### config.mk
export PLATFORM = sky130hd
export DESIGN_NAME = i2c_byte_master
export DESIGN_NICKNAME = d
export VERILOG_FILES = /design/src/rtl/i2c_byte_master.sv
export SDC_FILE = /design/constraint.sdc
export NUM_CORES = 1
export LEC_CHECK = 0
export CAP_MARGIN = 20
export CORE_UTILIZATION = 30
export DETAILED_ROUTE_END_ITERATION = 6
export PLACE_DENSITY = 0.48
export SYNTH_ARGS = -nofsm -noshare
export SYNTH_HDL_FRONTEND = slang
export SYNTH_SLANG_ARGS = --single-unit
### constraint.sdc
create_clock -name clk_i -period 3.3 [get_ports clk_i]
set_clock_uncertainty 0.2 [all_clocks]
set_input_delay 0.825 -clock clk_i [delete_from_list [all_inputs] [get_ports clk_i]]
set_output_delay 0.825 -clock clk_i [all_outputs]
set_load 0.03 [all_outputs]
### src/rtl/i2c_byte_master.sv
// rtl/i2c_byte_master.sv - single-master I2C byte engine (START/STOP/READ_BYTE/WRITE_BYTE)
// Ports: clk_i, rst_ni (sync, active-low); enable_i/instruction_i/byte_to_send_i command
// request; byte_received_o, complete_o, ack_error_o, busy_o status; scl_o push-pull
// clock; sda_oe_o open-drain pull-down; sda_i sampled line.
module i2c_byte_master #(
    parameter int QUARTER_DIV = 68
) (
    input  logic       clk_i,
    input  logic       rst_ni,
    input  logic       enable_i,
    input  logic [1:0] instruction_i,
    input  logic [7:0] byte_to_send_i,
    output logic [7:0] byte_received_o,
    output logic       complete_o,
    output logic       ack_error_o,
    output logic       busy_o,
    output logic       scl_o,
    output logic       sda_oe_o,
    input  logic       sda_i
);
    localparam int DW = (QUARTER_DIV > 1) ? $clog2(QUARTER_DIV) : 1;
    localparam logic [DW-1:0] DIV_LAST = DW'(QUARTER_DIV - 1);

    typedef enum logic [2:0] {S_IDLE, S_START, S_STOP, S_WRITE, S_READ, S_DONE} state_t;

    state_t        state_q, state_d;
    logic [DW-1:0] div_q, div_d;
    logic [1:0]    phase_q, phase_d;
    logic [3:0]    bit_q, bit_d;
    logic [7:0]    tx_q, tx_d;
    logic [7:0]    shift_q, shift_d;
    logic [7:0]    rx_q, rx_d;
    logic          scl_q, scl_d;
    logic          sda_oe_q, sda_oe_d;
    logic          busy_q, busy_d;
    logic          complete_q, complete_d;
    logic          ack_err_q, ack_err_d;
    logic          nack_q, nack_d;
    logic          last_read_q, last_read_d;

    // Phase-entry bookkeeping: which phase of which bit is being entered this edge.
    logic          enter;
    state_t        ent_state;
    logic [1:0]    ent_phase;
    logic [3:0]    ent_bit;
    logic [7:0]    ent_tx;
    logic [3:0]    last_bit;

    always_comb begin
        state_d     = state_q;
        div_d       = div_q;
        phase_d     = phase_q;
        bit_d       = bit_q;
        tx_d        = tx_q;
        shift_d     = shift_q;
        rx_d        = rx_q;
        scl_d       = scl_q;
        sda_oe_d    = sda_oe_q;
        busy_d      = busy_q;
        complete_d  = complete_q;
        ack_err_d   = ack_err_q;
        nack_d      = nack_q;
        last_read_d = last_read_q;
        enter       = 1'b0;
        ent_state   = state_q;
        ent_phase   = 2'd0;
        ent_bit     = 4'd0;
        ent_tx      = tx_q;
        // bit_q reaching last_bit marks the extra finishing cycle before DONE.
        last_bit    = (state_q == S_START || state_q == S_STOP) ? 4'd1 : 4'd9;

        case (state_q)
            S_IDLE: begin
                if (enable_i) begin
                    case (instruction_i)
                        2'd0:    ent_state = S_START;
                        2'd1:    ent_state = S_STOP;
                        2'd2:    ent_state = S_READ;
                        default: ent_state = S_WRITE;
                    endcase
                    state_d     = ent_state;
                    busy_d      = 1'b1;
                    div_d       = '0;
                    phase_d     = 2'd0;
                    bit_d       = 4'd0;
                    tx_d        = byte_to_send_i;
                    ent_tx      = byte_to_send_i;
                    // Back-to-back reads NACK the second byte; any other command breaks the chain.
                    nack_d      = (instruction_i == 2'd2) && last_read_q;
                    last_read_d = (instruction_i == 2'd2);
                    enter       = 1'b1;
                end
            end
            S_DONE: begin
                if (!enable_i) begin
                    complete_d = 1'b0;
                    state_d    = S_IDLE;
                end
            end
            default: begin
                if (bit_q == last_bit) begin
                    busy_d     = 1'b0;
                    complete_d = enable_i;
                    state_d    = enable_i ? S_DONE : S_IDLE;
                    // Byte transfers park SCL low so the next command starts from a low clock.
                    if (state_q == S_WRITE || state_q == S_READ) scl_d = 1'b0;
                end else if (div_q == DIV_LAST) begin
                    div_d = '0;
                    if (phase_q == 2'd3) begin
                        phase_d   = 2'd0;
                        bit_d     = bit_q + 4'd1;
                        ent_bit   = bit_q + 4'd1;
                        enter     = (bit_q + 4'd1) != last_bit;
                        if (state_q == S_READ && bit_q == 4'd7) rx_d = shift_q;
                    end else begin
                        phase_d   = phase_q + 2'd1;
                        ent_phase = phase_q + 2'd1;
                        ent_bit   = bit_q;
                        enter     = 1'b1;
                    end
                end else begin
                    div_d = div_q + 1'b1;
                end
            end
        endcase

        if (enter) begin
            case (ent_state)
                S_START: begin
                    case (ent_phase)
                        2'd0:    sda_oe_d = 1'b0;
                        2'd1:    scl_d    = 1'b1;
                        2'd2:    sda_oe_d = 1'b1;
                        default: scl_d    = 1'b0;
                    endcase
                end
                S_STOP: begin
                    case (ent_phase)
                        2'd0: begin
                            scl_d    = 1'b0;
                            sda_oe_d = 1'b1;
                        end
                        2'd1:    scl_d    = 1'b1;
                        2'd2:    sda_oe_d = 1'b0;
                        default: ;
                    endcase
                end
                S_WRITE: begin
                    case (ent_phase)
                        2'd0: begin
                            scl_d    = 1'b0;
                            // MSB first: bit n carries payload bit 7-n, i.e. index ~n[2:0].
                            sda_oe_d = ent_bit[3] ? 1'b0 : ~ent_tx[~ent_bit[2:0]];
                        end
                        2'd2:    scl_d = 1'b1;
                        2'd3:    if (ent_bit[3]) ack_err_d = sda_i;
                        default: ;
                    endcase
                end
                S_READ: begin
                    case (ent_phase)
                        2'd0: begin
                            scl_d    = 1'b0;
                            sda_oe_d = ent_bit[3] ? ~nack_q : 1'b0;
                        end
                        2'd2:    scl_d = 1'b1;
                        2'd3:    if (!ent_bit[3]) shift_d = {shift_q[6:0], sda_i};
                        default: ;
                    endcase
                end
                default: ;
            endcase
        end
    end

    always_ff @(posedge clk_i) begin
        if (!rst_ni) begin
            state_q     <= S_IDLE;
            div_q       <= '0;
            phase_q     <= 2'd0;
            bit_q       <= 4'd0;
            tx_q        <= 8'h00;
            shift_q     <= 8'h00;
            rx_q        <= 8'h00;
            scl_q       <= 1'b1;
            sda_oe_q    <= 1'b0;
            busy_q      <= 1'b0;
            complete_q  <= 1'b0;
            ack_err_q   <= 1'b0;
            nack_q      <= 1'b0;
            last_read_q <= 1'b0;
        end else begin
            state_q     <= state_d;
            div_q       <= div_d;
            phase_q     <= phase_d;
            bit_q       <= bit_d;
            tx_q        <= tx_d;
            shift_q     <= shift_d;
            rx_q        <= rx_d;
            scl_q       <= scl_d;
            sda_oe_q    <= sda_oe_d;
            busy_q      <= busy_d;
            complete_q  <= complete_d;
            ack_err_q   <= ack_err_d;
            nack_q      <= nack_d;
            last_read_q <= last_read_d;
        end
    end

    assign byte_received_o = rx_q;
    assign complete_o      = complete_q;
    assign ack_error_o     = ack_err_q;
    assign busy_o          = busy_q;
    assign scl_o           = scl_q;
    assign sda_oe_o        = sda_oe_q;
endmodule

# Word level (Yosys, flattened, before mapping)
# Index checks and enable logic that the tools add are counted.
[classes] bitwise=8 n_lt_le_gt_ge=1 reduce_logical=25 n_mux=58 add_sub_neg=3 n_eq_ne=26
[op_table] op="4-bit 2-to-1 mux" count=8
[op_table] op="7-bit 2-to-1 mux" count=3
[op_table] op="1-bit 2-to-1 mux" count=17
[op_table] op="8-bit 2-to-1 mux" count=2
[op_table] op="1-bit one-hot mux with 2 select lines" count=8
[op_table] op="3-bit 2-to-1 mux" count=5
[op_table] op="2-bit 2-to-1 mux" count=7
[op_table] op="7-bit one-hot mux with 2 select lines" count=1
[op_table] op="3-bit by 2-bit equality test with 1-bit output, second input constant" count=4
[op_table] op="4-bit AND reduction" count=3
[op_table] op="3-bit equality test, second input constant" count=3
[op_table] op="3-bit one-hot mux with 3 select lines" count=1
[op_table] op="3-bit AND reduction" count=3
[op_table] op="2-bit equality test, second input constant" count=4
[op_table] op="4-bit one-hot mux with 2 select lines" count=1
[op_table] op="7-bit by 1-bit adder with 7-bit output, second input constant" count=1
[op_table] op="7-bit equality test, second input constant" count=1
[op_table] op="1-bit NOT" count=7
[op_table] op="3-bit by 1-bit equality test with 1-bit output, second input constant" count=2
[op_table] op="2-bit != test, second input constant" count=3
[op_table] op="3-bit != test, second input constant" count=2
[op_table] op="3-bit one-hot mux with 2 select lines" count=1
[op_table] op="6-bit AND reduction" count=1
[op_table] op="2-bit nonzero test" count=3
[op_table] op="22 further kinds" count=30
[totals] inputBits=14 elab_cells=135 output_inout_bits=13 regBits=47

# Logic depth before layout (Yosys ltp)
# Gate-level depths: netlist (run 1).
[logic_depth] word_depth=13 ltp_mapped=9 mapped_depth_nobuf=9

# Worst setup path before layout (run 1)
# OpenSTA, ideal clock, no wires.
[synth_timing] path_type="input to register" start="in instruction_i[0]" end="reg shift_q[0]" stages=9 arrival_ps=2902 slack_ps=82 required_ps=2984 setup_ps=116 path_buffers=1 path_cell_list="inv_1 -> ha_1 -> or2_2 -> a311oi_1 -> o21ai_0 -> or4_1 -> buf_4 -> mux2i_1 -> nor2b_1"
[synth_via] elab_chain_len=6 elab_cells_between_ends=8 classes_between="eq/ne: 3; mux: 3; reduce/logical: 2"
[synth_rtl] element="start, declared" line="11" text="input logic [1:0] instruction_i,"
[synth_rtl] element="2-bit equality test, or another cell as far along" line="75" text="case (instruction_i)"
[synth_rtl] element="3-bit one-hot mux with 3 select lines *" line="75"
[synth_rtl] element="3-bit 2-to-1 mux *"
[synth_rtl] element="3-bit 2-to-1 mux *" line="72" text="case (state_q)"
[synth_rtl] element="3-bit equality test *" line="128" text="case (ent_state)"
[synth_rtl] element="4-bit AND reduction (no line) *"
[synth_rtl] element="end signal, assigned" line="198" text="shift_q <= shift_d;"
[synth_rtl] element="end, declared" line="31" text="logic [7:0] shift_q, shift_d;"
# Every way passes the cells marked *; elsewhere a longest branch is shown, timed or not.
# A chain may end at the register's enable or synchronous reset.

# Worst setup path after layout (run 1)
[layout_timing] start="in instruction_i[0]" end="reg shift_q[4]"
# The elaborated chain is that of the path after synthesis.

==> run_results.csv, run 1 <==
group,metric,value,unit
outcome,status,"finished clean",
die,initial_core_util,0.308,
die,core_area,8640,um^2
die,fp.dieW,96.2,um
grt,antenna_found_initial,0,
drt,drt-pass1-iter-count,4,
grt,grt_first_pass_wirelength,10.5,mm
timing,finalSetupViolCount,0,
drt,routedWlPerCell,14.0,um
placement,dpl_worst_slack,-0.320,ns
yosys,syn_area,2660,um^2
grt,grt_max_degree,20,
yosys,yosysTopAreaCell,"dfxtp_1",
pwr,p_per_area,519,nW/um^2
yosys,yosysSeqAreaShare,0.353,
cts,cts_tree,"built",
cells_and_area,nets,372,
grt,first_global_vias,2088,
drt,drc,0,
yosys,synth_nets,329,
cells_and_area,antenna-diode-count,0,
yosys,ys.flop_type,"dfxtp_1",
yosys,synth_commonest_cells,"47 x dfxtp_1, 32 x nor2b_1, 28 x mux2i_1",
worst_setup_path,critPathMaxFanout,8,
drt,totalWireLength,6.43,mm
yosys,synthDistinctLibCells,55,
timing,period_needed,3.19,ns
timing,hold_viol,0,
timing,finalMaxSlewViolations,0,
worst_setup_path,reg2reg_from,"state_q[2]",
timing,relSlewSlack,0.529,
placement,gp_congestion,0.812,
timing,period_share,0.968,
timing,fin_setup_tns,0,ns
worst_setup_path,r2r_end,"sda_oe_o",
cells_and_area,drive_above_1_share,0.139,
placement,portBuffers,26,
drt,ant_nets,0,
cts,cts-root-buf,"clkbuf_8",
yosys,ys_warn_count,0,
cells_and_area,syn2layout_area_growth,24.2,%
yosys,synth_area_leaders,"dfxtp_1 35%, mux2i_1 11%, nor2b_1 7.5%",
timing,final.setup.worst_slack,0.106,ns
yosys,synth-edff-count,0,
timing,rsz0062_at_grt,"no",
pwr,p_total,1710,uW
yosys,async_flop_share,0,
worst_setup_path,cp-end-kind,"register",
worst_setup_path,critical_path.startpoint_type,"primary input",
die,io_pins,27,
worst_setup_path,critPathKind,"in -> reg",
grt,grtUsageTotal,0.150,
cts,worstSkewPairLatency,0.31,ns
worst_setup_path,endpoint,"shift_q[4]",
placement,dp_hpwl,4.77,mm
yosys,synth_seq_cells,47,
drt,via_count,2262,
run,drv_cap,0,
drt,vias_per_cell,4.92,
worst_setup_path,critPathLaunch,"instruction_i[0]",
cells_and_area,final_util,0.383,
worst_setup_path,worstPathRequired,3.30,ns
cts,cts_buffers,5,
worst_hold_path,min-delay-path-class,"reg -> reg",
yosys,syn_area_per_cell,8.64,um^2
grt,overflow,0,
pwr,leakage,0.00128,uW
timing,worstMarginPinSlew,0.704,ns
cts,htreeDepth,2,
yosys,syn_inst,308,
die,fp-row-count,34,
cts,clk_path_buf_depth,2,
yosys,yosys.cell_count.top_type,"dfxtp_1",
worst_setup_path,rr_worst_depth,8,
cts,cts.sinks,47,
pwr,vdd_ir_drop_max,0.175,mV
drt,drt_iter0_drc,109,
timing,whs,0.291,ns
timing,fmaxAchievable,313,MHz
worst_setup_path,rrSetupSlack,0.50,ns
die,die_h,96.2,um
worst_setup_path,crit_arrival,3.19,ns
die,dieArea,9260,um^2
yosys,synth.top_cell.area_share,0.353,
cts,path_clk_slew,0.09,ns
worst min path at each step:
| stage | start | endpoint | cells after the start |
|---|---|---|---|
| floorplan | last_read_q | nack_q | 2 |
| global placement | last_read_q | nack_q | 2 |
| detailed placement | last_read_q | nack_q | 2 |
| CTS | last_read_q | nack_q | 2 |
| global route | last_read_q | nack_q | 2 |
| finish | last_read_q | nack_q | 2 |
power by group:
group / switching [uW] / internal [uW] / total (uW)
Sequential: 73.0 / 619 / 692
Clock: 218 / 154 / 372
Combinational: 348 / 302 / 651
per-layer routing:
metal,global-route usage,share of wire
met1,0.211,0.51
met2,0.229,0.44
met3,0.0284,0.032
met4,0.0460,0.014
met5,0,0
worst max-delay path, stage by stage:
cell and delay (ns):
clkdlybuf4s50_1 0.48, inv_1 0.06, ha_1 0.30, or2_2 0.28, a311oi_2 0.28, o21ai_1 0.15
or4_4 0.45, buf_6 0.16, mux2i_1 0.15, nor2b_1 0.06
placed cells by master (no fill, tap or decap), types with 2 or more instances in the layout:
cell / synthesis / layout
mux2i_1: 28 / 28
clkdlybuf4s50_1: 0 / 26
nand2b_1: 4 / 4
nor4_1: 5 / 5
o21ai_0: 18 / 17
a21boi_0: 4 / 3
nor2b_1: 32 / 32
nor3b_1: 2 / 2
xor2_1: 6 / 6
buf_4: 1 / 26
o211a_1: 2 / 2
a22oi_1: 3 / 3
nand3_1: 9 / 9
a31oi_1: 3 / 3
dfxtp_1: 47 / 47
nor4bb_1: 3 / 3
nand2_1: 15 / 15
or2_2: 3 / 3
a32oi_1: 2 / 2
inv_6: 0 / 2
o22ai_1: 3 / 3
nor2_1: 24 / 24
clkbuf_8: 0 / 5
a21oi_1: 12 / 12
xnor2_1: 7 / 7
o21ai_1: 2 / 3
or3_1: 2 / 2
inv_1: 11 / 11
and2_1: 4 / 4
ha_1: 7 / 7
nor3_1: 8 / 8
per-stage QoR:
stage               instances  area (um^2)
floorplan                 308         2660
global placement          451         3190
detailed placement        451         3190
CTS                       459         3280
global route              460         3310
finish                    460         3310
cells by family (layout without fill, tap and decap cells):
logic type               Yosys count  count (layout)  share of synthesized area
XOR/XNOR                          14              14                     0.0512
flip-flops                        47              47                      0.353
AO/OA/AOI/OAI                     62              62                      0.154
AND/OR/NAND/NOR                  120             120                      0.257
multiplexers                      29              29                      0.109
adder cells (fa/ha/maj)            7               7                     0.0329
buffers and inverters             29              73                     0.0428
area by class of cell:
type / count / area, um^2
clock buffer: 5 / 68.8
clock inverter: 3 / 22.5
fill: 884 / 5330
inverter: 12 / 45.0
multi-input combinational: 232 / 1630
sequential: 47 / 941
tap: 108 / 135
timing repair buffer: 53 / 467
flip-flops by register name, summed over array words and instances, names as in the netlist:
register         cells
byte_received_o      8
shift_q              8
tx_q                 8
div_q                7
bit_q                4
state_q              3
phase_q              2
ack_error_o          1
busy_o               1
complete_o           1
last_read_q          1
nack_q               1
scl_o                1
sda_oe_o             1
what timing repair did:
action / 4_1_cts / 5_1_grt
setup endpoints to repair: 8 / 10
buffers inserted: 0 / 1
pin swaps: 0 / 1
gates resized for setup: 1 / 4
hold buffers: 0 / 0
No activity file was read; power rests on OpenSTA's default activity.
==> inputs of run 2 (changes only) <==
--- a/config.mk
+++ b/config.mk
@@ -6,9 +6,11 @@
 export NUM_CORES = 1
 export LEC_CHECK = 0
 export CAP_MARGIN = 20
-export CORE_UTILIZATION = 30
+export CORE_UTILIZATION = 51
 export DETAILED_ROUTE_END_ITERATION = 6
-export PLACE_DENSITY = 0.48
+export MAX_ROUTING_LAYER = met4
+export PLACE_DENSITY = 0.75
+export REMOVE_ABC_BUFFERS = 1
 export SYNTH_ARGS = -nofsm -noshare
 export SYNTH_HDL_FRONTEND = slang
 export SYNTH_SLANG_ARGS = --single-unit
==> run 2 against run 1 <==
Effect of this change:
- sequential power fell by 4.9%
- clock-buffer cell count did not move
- sequential share of layout area rose by 0.22 points
- critical path type unchanged
- largest cell class unchanged
==> run_results.csv, run 2 (synthesis results as in run 1) <==
group,metric,value,unit
cells_and_area,final_common_cell,"dfxtp_1",
placement,place_area,3110,um^2
die,dieArea,5510,um^2
cts,cts.sinks,47,
drt,routedWlPerCell,14.2,um
cts,worstSkewPairLatency,0.31,ns
pwr,p_clk_frac,0.247,
grt,grt_max_degree,23,
drt,drt_iter0_drc,99,
cells_and_area,final_cell_mix,"47 x dfxtp_1, 32 x nor2b_1, 28 x mux2i_1",
worst_setup_path,crit_arrival,3.19,ns
grt,first_global_vias,2158,
worst_setup_path,critPathKind,"in -> reg",
timing,fin_setup_tns,0,ns
placement,dp_cells,406,
die,die_h,74.3,um
pwr,p_sw,644,uW
drt,totalWireLength,5.93,mm
outcome,status,"finished clean",
die,initial_core_util,0.546,
drt,vias_per_cell,5.53,
grt,overflow,0,
worst_setup_path,crit_path_cell_trace,"clkdlybuf4s50_1, ha_4, or2_2, a311oi_2, o21ai_1, or4_1, buf_6, mux2i_1, nor2b_1",
timing,finalSetupViolCount,0,
die,core_area,4880,um^2
worst_setup_path,critPathMaxFanout,8,
worst_setup_path,critical_path.startpoint_type,"primary input",
worst_setup_path,worst_path_largest_cell_delay,0.54,ns
cts,cts-root-buf,"clkbuf_8",
drt,drc,0,
pwr,p_per_area,552,nW/um^2
timing,relSlewSlack,0.580,
pwr,vdd_ir_drop_max,0.352,mV
die,fp-row-count,25,
cts,htreeDepth,2,
timing,finalMaxSlewViolations,0,
grt,grt_first_pass_wirelength,10.0,mm
cts,cts_buffers,5,
run,drv_cap,0,
pwr,p_int,1170,uW
drt,via_count,2306,
drt,ant_nets,0,
cells_and_area,final_util,0.672,
pwr,power_frac_seq,0.364,
cells_and_area,drive_above_1_share,0.140,
pwr,pwr-share-comb,0.390,
timing,fmaxAchievable,314,MHz
cells_and_area,final_area,3280,um^2
timing,final.setup.worst_slack,0.116,ns
timing,period_share,0.965,
worst_setup_path,worstPathRequired,3.31,ns
timing,hold_viol,0,
timing,period_needed,3.18,ns
cts,clk_path_buf_depth,2,
placement,dp_hpwl,4.31,mm
drt,drt-pass1-iter-count,4,
cells_and_area,antenna-diode-count,0,
worst_hold_path,min-delay-path-class,"reg -> reg",
pwr,swShare,0.356,
worst_setup_path,rrSetupSlack,0.39,ns
cts,cts_tree,"built",
grt,grtUsageTotal,0.247,
worst_setup_path,worst_path_max_delay_cell,"clkdlybuf4s50_1",
die,fp.dieW,74.3,um
grt,antenna_found_initial,0,
timing,worstMarginPinSlew,0.624,ns
cells_and_area,syn2layout_area_growth,23.2,%
cts,path_clk_slew,0.09,ns
die,io_pins,27,
cells_and_area,instances_no_fill,417,
placement,portBuffers,26,
pwr,leakage,0.00128,uW
cts,ctsHoldBuffers,0,
placement,dpl_worst_slack,-0.283,ns
cells_and_area,nets,370,
placement,gp_congestion,0.874,
worst_setup_path,cp-end-kind,"register",
cells_and_area,fillCellCount,409,
## run 2: worst max-delay path, delay by kind of cell
kind / cells / cell delay (ns)
buffers and inverters: 2 / 0.71
AOI/OAI and AO/OA: 2 / 0.42
and+or+nand+nor: 3 / 0.85
muxes: 1 / 0.16
adders and majority gates: 1 / 0.23
## run 2: final cells by class
class	instances	area, um^2	share of cell area
Multi-Input combinational cell	232	1640	0.501
Sequential cell	47	941	0.287
Timing Repair Buffer	51	452	0.138
Tap cell	67	83.8	0.0256
Clock buffer	5	68.8	0.0210
Clock inverter	3	47.5	0.0145
Inverter	12	45.0	0.0137
## run 2: worst paths after layout
| kind | startpoint | end | cells after the start |
|---|---|---|---|
| min reg2reg | nack_q | nack_q | 2 |
| max | instruction_i[1] | shift_q[6] | 9 |
| max reg2reg | bit_q[3] | sda_oe_o | 7 |
| min | nack_q | nack_q | 2 |
## run 2: metrics by stage
step | total power, uW | hold WS (ns)
after floorplan | 1100 | 0.254
after global placement | 1310 | 0.280
after detailed placement | 1330 | 0.290
after CTS | 1770 | 0.305
after global routing | 1920 | 0.337
final | 1810 | 0.303
## run 2: power groups by stage
| stage | Clock (uW) | Combinational [uW] | Sequential [uW] |
|---|---|---|---|
| floorplan | 0 | 376 | 720 |
| global placement | 0 | 646 | 667 |
| detailed placement | 0 | 657 | 670 |
| CTS | 450 | 660 | 658 |
| global route | 472 | 781 | 665 |
| finish | 447 | 706 | 658 |
## run 2: what timing repair did
item	in CTS	in global routing
buffers inserted	0	3
resized for setup	0	7
endpoints found under the setup margin	0	10
## run 2: routing by layer
metal / global-route usage / vias up / share of wire
li1: - / 1168 / -
met1: 0.325 / 1091 / 0.49
met2: 0.388 / 39 / 0.46
met3: 0.0379 / 8 / 0.036
met4: 0.0860 / 0 / 0.015
met5: - / - / 0
==> patch 1 (settings of run 1) <==
Reset style: asynchronous (`rst_ni`), changed in one clocked block.
--- a/src/rtl/i2c_byte_master.sv
+++ b/src/rtl/i2c_byte_master.sv
@@ -175,3 +175,3 @@
 
-    always_ff @(posedge clk_i) begin
+    always_ff @(posedge clk_i or negedge rst_ni) begin
         if (!rst_ni) begin
Function: differs if rst_ni is asserted again (counterexample within 4 cycles, from zero or initial values and one cycle with rst_ni low); with rst_ni held inactive, the same outputs for 10 cycles.
==> patch 1 against run 1 <==
- the flow now finishes with violations (DRC)
- register-to-register slack worse by 0.23 ns
- total power increased by 29%
- final area up 4.7%
- sequential cell count unchanged
- cell count down 0.43%
- worst setup slack gained 0.12 ns
- area after synthesis grew 6.3%
- sequential power up 22%
- die area up 6.2%
- routed wire length grew 8.1%
- global-route usage increased by 0.19 points
- largest cell class unchanged
- largest power group is now combinational logic
==> patch 1: results (changes against run 1) <==
{| class="wikitable"
! Metric !! Value
|-
| Result of the run || finished with violations
|-
| Violated checks || DRC
|-
| Maximum vdd ir drop || 223 µV (+28%)
|-
| Global-route wire length before repair || 11.8 mm (+13%)
|-
| Remaining max-slew budget at the tightest pin || 28.4% (-25 points)
|-
| Count of TritonRoute iterations in the first routing pass || 6 (+2)
|-
| Count of cell types in the netlist || 59 (+7.3%)
|-
| Tightest Hold Check Type || in -> async
|-
| Dpl hpwl || 5.24 mm (+9.9%)
|-
| Post-placement cell area || 3370 µm² (+5.4%)
|-
| Leak || 1.50 nW (+18%)
|-
| Overall fraction of global-route tracks in use || 15.2% (+0.19 points)
|-
| Async set-reset flop share out of synthesis || 100% (+100 points)
|-
| Gates resized, CTS repair || 0 (-1)
|-
| Top cells by instance count after synthesis || sky130_fd_sc_hd__dfrtp_1, sky130_fd_sc_hd__nand2_1, sky130_fd_sc_hd__nor2_1, sky130_fd_sc_hd__o21ai_0, sky130_fd_sc_hd__mux2_2
|-
| Clock transition at path regs || 0.11 ns (+0.02 ns)
|-
| Routed vias || 2366 (+4.6%)
|-
| RR Endpoint || byte_received_o[4]$_DFFE_PN0P_
|-
| Post-synthesis sequential area ratio || 41.6% (+6.3 points)
|-
| Share of cells above drive strength 1 || 21.6% (+7.7 points)
|-
| Final Net Count || 367 (-1.3%)
|-
| Final WL || 6.95 mm (+8.1%)
|-
| Fill cell count || 972 (+10%)
|-
| R2R Setup Slk || 0.27 ns (-0.23 ns)
|-
| Worst slack after detailed placement || -0.0628 ns (+0.257 ns)
|-
| Final RePlAce weighted congestion || 0.789 (-2.8%)
|-
| Remaining design rule violation count || 1 (+1)
|-
| Worst flop-to-flop path startpoint || bit_q[0]$_DFFE_PN0P_
|-
| Ranking of synthesized cells by area || sky130_fd_sc_hd__dfrtp_1, sky130_fd_sc_hd__mux2_2, sky130_fd_sc_hd__nand2_1
|-
| Violation count after the first detailed-route iteration || 68 (-38%)
|-
| Crit path DAT || 3.08 ns (-0.11 ns)
|}
## patch 1: final cells by class
type	instances	area, µm²	area share [%]
multi-input cells	229	1550	44.7
clock inverters	3	27.5	0.795
inverters	8	30.0	0.867
flip-flops and latches	47	1180	34.0
repair buffers	55	473	13.7
clock buffers	5	68.8	1.99
well taps	111	139	4.01
## patch 1: logic make-up (layout without fill, tap and decap cells)
family | after synthesis | in the layout | share of synthesized area [%]
simple gates | 117 | 117 | 21.6
compound gates | 71 | 71 | 16.4
flops | 47 | 47 | 41.6
buf+inv | 26 | 71 | 3.76
mux | 24 | 24 | 9.90
xor+xnor | 9 | 9 | 3.27
fa+ha+maj | 8 | 8 | 3.49
## patch 1: routing by layer
layer  track usage, %  up-vias  routed length [µm]
met1             20.2     1156                3410
met2             25.8       24                3340
met5                0        -                   0
met4             3.85        0                  81
met3             2.60        7                 121
li1                 -     1179                   -
## patch 1: critical path: stages
cell                              delay [ns]
sky130_fd_sc_hd__clkdlybuf4s50_1        0.48
sky130_fd_sc_hd__inv_1                  0.06
sky130_fd_sc_hd__ha_1                   0.35
sky130_fd_sc_hd__nor4bb_1               0.30
sky130_fd_sc_hd__buf_4                  0.17
sky130_fd_sc_hd__o21ai_0                0.10
sky130_fd_sc_hd__and4_1                 0.22
sky130_fd_sc_hd__o21ai_0                0.18
sky130_fd_sc_hd__o211ai_1               0.11
sky130_fd_sc_hd__mux2_2                 0.27
## patch 1: worst max path at each step
| stage | slack [ns] | start | depth (start not counted) | endpoint |
|---|---|---|---|---|
| after floorplan | 0.37 | bit_q[1]$_DFFE_PN0P_ | 9 | shift_q[0]$_DFFE_PN0P_ |
| after global placement | -0.12 | instruction_i[0] | 10 | sda_oe_o$_DFFE_PN0P_ |
| after detailed placement | -0.06 | instruction_i[0] | 10 | sda_oe_o$_DFFE_PN0P_ |
| after CTS | 0.24 | instruction_i[0] | 10 | sda_oe_o$_DFFE_PN0P_ |
| after global routing | 0.06 | instruction_i[0] | 9 | shift_q[1]$_DFFE_PN0P_ |
| final | 0.22 | instruction_i[0] | 10 | sda_oe_o$_DFFE_PN0P_ |
## patch 1: where the power goes
part,internal [mW],switching (mW)
Clock,0.158,0.231
Combinational,0.444,0.545
Sequential,0.713,0.128
Total,1.31,0.903
## patch 1: metrics by stage
stage	instances	hold slack (ns)	TNS (ns)	power, mW
2_1_floorplan	302	0.240	0	1.53
3_3_place_gp	450	0.255	-0.289	1.83
3_5_place_dp	450	0.259	-0.456	1.85
4_1_cts	458	0.253	0	2.25
5_1_grt	458	0.247	0	2.40
6_report	458	0.245	0	2.22
==> patch 2 (config.mk and constraints of run 1) <==
Made on the original files. The parameter `QUARTER_DIV` goes from 68 to 34.
--- a/src/rtl/i2c_byte_master.sv
+++ b/src/rtl/i2c_byte_master.sv
@@ -5,3 +5,3 @@
 module i2c_byte_master #(
-    parameter int QUARTER_DIV = 68
+    parameter int QUARTER_DIV = 34
 ) (
Behaviour: same outputs for any inputs over 10 cycles, from zero or initial values and one cycle with rst_ni low; that may be too few to reach the edited logic, so the function may still have changed.
==> patch 2 against run 1 <==
- sequential cell count decreased by 1
- final area decreased by 4.3%
- highest routed layer unchanged
- largest cell class unchanged
- routed wire length increased by 3.7%
- area after synthesis decreased by 0.33%
- register-to-register slack improved by 0.17 ns
- worst setup slack improved by 0.22 ns
Power is not compared: it rests on default switching activity, and its combinational part moved more than twofold at a synthesized area within 25%.
==> patch 2: results (changes against run 1) <==
{| class="wikitable"
! Metric !! Value
|-
| Async set-reset flop share out of synthesis || 0% (unchanged)
|-
| Global routing met1 resource utilization || 20.7% (-0.47 points)
|-
| WHS Endpoint || tx_q[0]$_SDFF_PN0_
|-
| Global-route wire length before repair || 10.8 mm (+2.8%)
|-
| Total negative slack || 0 ns (unchanged)
|-
| Termination of the worst setup path || sda_oe_o$_SDFFE_PN0P_
|-
| Top cells by instance count after synthesis || sky130_fd_sc_hd__nor2_1, sky130_fd_sc_hd__dfxtp_1, sky130_fd_sc_hd__nand2_1
|-
| Gates resized, CTS repair || 0 (-1)
|-
| Worst r2r path cells || 5 (-3)
|-
| Met3 usage || 2.76% (-0.079 points)
|-
| Clock latency at the later pin of the worst-skew pair || 0.31 ns (about the same)
|-
| Critical Path Fanout Max || 5 (-3)
|-
| Violation count after the first detailed-route iteration || 122 (+12%)
|-
| Final Net Count || 359 (-3.5%)
|-
| Worst slack after detailed placement || -0.0256 ns (+0.295 ns)
|-
| Result of the run || finished clean
|-
| Average wire per standard cell || 15.1 µm (+7.7%)
|-
| Routed vias || 2280 (+0.80%)
|-
| Vias per cell || 5.15 (+4.7%)
|-
| Launch point of the worst hold path || tx_q[0]$_SDFF_PN0_
|-
| Dpl hpwl || 4.99 mm (+4.7%)
|-
| Remaining max-slew budget at the tightest pin || 54.2% (+1.3 points)
|-
| Worst flop-to-flop path startpoint || state_q[1]$_SDFFE_PN0P_
|-
| Largest net degree at the start of global routing || 30 (+50%)
|-
| Share of cells above drive strength 1 || 13.3% (-0.61 points)
|-
| Initial antenna violation count || 0 (unchanged)
|-
| Count of mapped cells out of synthesis || 307 (-0.32%)
|-
| Final RePlAce weighted congestion || 0.902 (+11%)
|-
| Wire length on met2 || 3.20 mm (+12%)
|-
| Clock transition at path regs || 0.11 ns (+0.02 ns)
|-
| Via count of the first global-routing pass || 2113 (+1.2%)
|-
| Crit path max-delay cell type || sky130_fd_sc_hd__clkdlybuf4s50_1
|-
| Achievable Freq || 336 MHz (+7.3%)
|-
| # placed instances || 435 (-3.5%)
|-
| R2R Setup Slk || 0.67 ns (+0.17 ns)
|-
| Post-synthesis sequential area ratio || 34.7% (-0.64 points)
|-
| Start point of the critical path || instruction_i[0]
|-
| Met3 wire length || 247 µm (+19%)
|-
| Met2 Track Usage GR || 25.5% (+2.6 points)
|-
| Ranking of synthesized cells by area || sky130_fd_sc_hd__dfxtp_1, sky130_fd_sc_hd__mux2i_1, sky130_fd_sc_hd__nor2_1
|-
| Count of cell types in the netlist || 63 (+15%)
|-
| Overall fraction of global-route tracks in use || 15.6% (+0.57 points)
|-
| Worst path top cell family by delay || compound AO/OA/AOI/OAI gates
|-
| Met1 WL || 3.18 mm (-3.2%)
|-
| Crit path DAT || 3.00 ns (-0.19 ns)
|}
## patch 2: cell types whose count changed in the layout (fill, tap and decap cells not counted), moves of 4 or more
cell	delta
sky130_fd_sc_hd__a211oi_1	+6
sky130_fd_sc_hd__a21oi_1	+9
sky130_fd_sc_hd__a31oi_1	+4
sky130_fd_sc_hd__and2_1	-4
sky130_fd_sc_hd__and3_1	+4
sky130_fd_sc_hd__buf_4	-13
sky130_fd_sc_hd__nand2_1	+12
sky130_fd_sc_hd__nand3_1	-7
sky130_fd_sc_hd__nor2_1	+23
sky130_fd_sc_hd__nor2b_1	-29
sky130_fd_sc_hd__nor4_1	-4
sky130_fd_sc_hd__o21ai_0	-10
## patch 2: logic make-up (layout without fill, tap and decap cells)
family / count (synthesis) / count (layout) / share of synthesized area, %
XOR/XNOR: 11 / 11 / 3.63
AO/OA/AOI/OAI: 68 / 68 / 18.1
buffers and inverters: 28 / 59 / 5.09
multiplexers: 28 / 28 / 11.2
adder cells (fa/ha/maj): 8 / 8 / 3.77
flip-flops: 46 / 46 / 34.7
AND/OR/NAND/NOR: 118 / 118 / 23.5
## patch 2: stage by stage
stage / area [µm²] / power, mW / utilization [%] / hold slack, ns
floorplan: 2650 / 0.832 / - / 0.233
global placement: 3070 / 0.934 / 36.6 / 0.246
detailed placement: 3070 / 0.936 / 36.6 / 0.250
CTS: 3160 / 1.32 / 37.7 / 0.266
global route: 3160 / 1.37 / 37.7 / 0.293
finish: 3160 / 1.30 / 37.7 / 0.263
## patch 2: cell type report
class                   instances  area, µm²
clock buffers                   5       68.8
clock inverters                 3       25.0
fillers                       903       5220
inverters                      11       41.3
multi-input cells             233       1600
flip-flops and latches         46        921
well taps                     105        131
repair buffers                 40        378
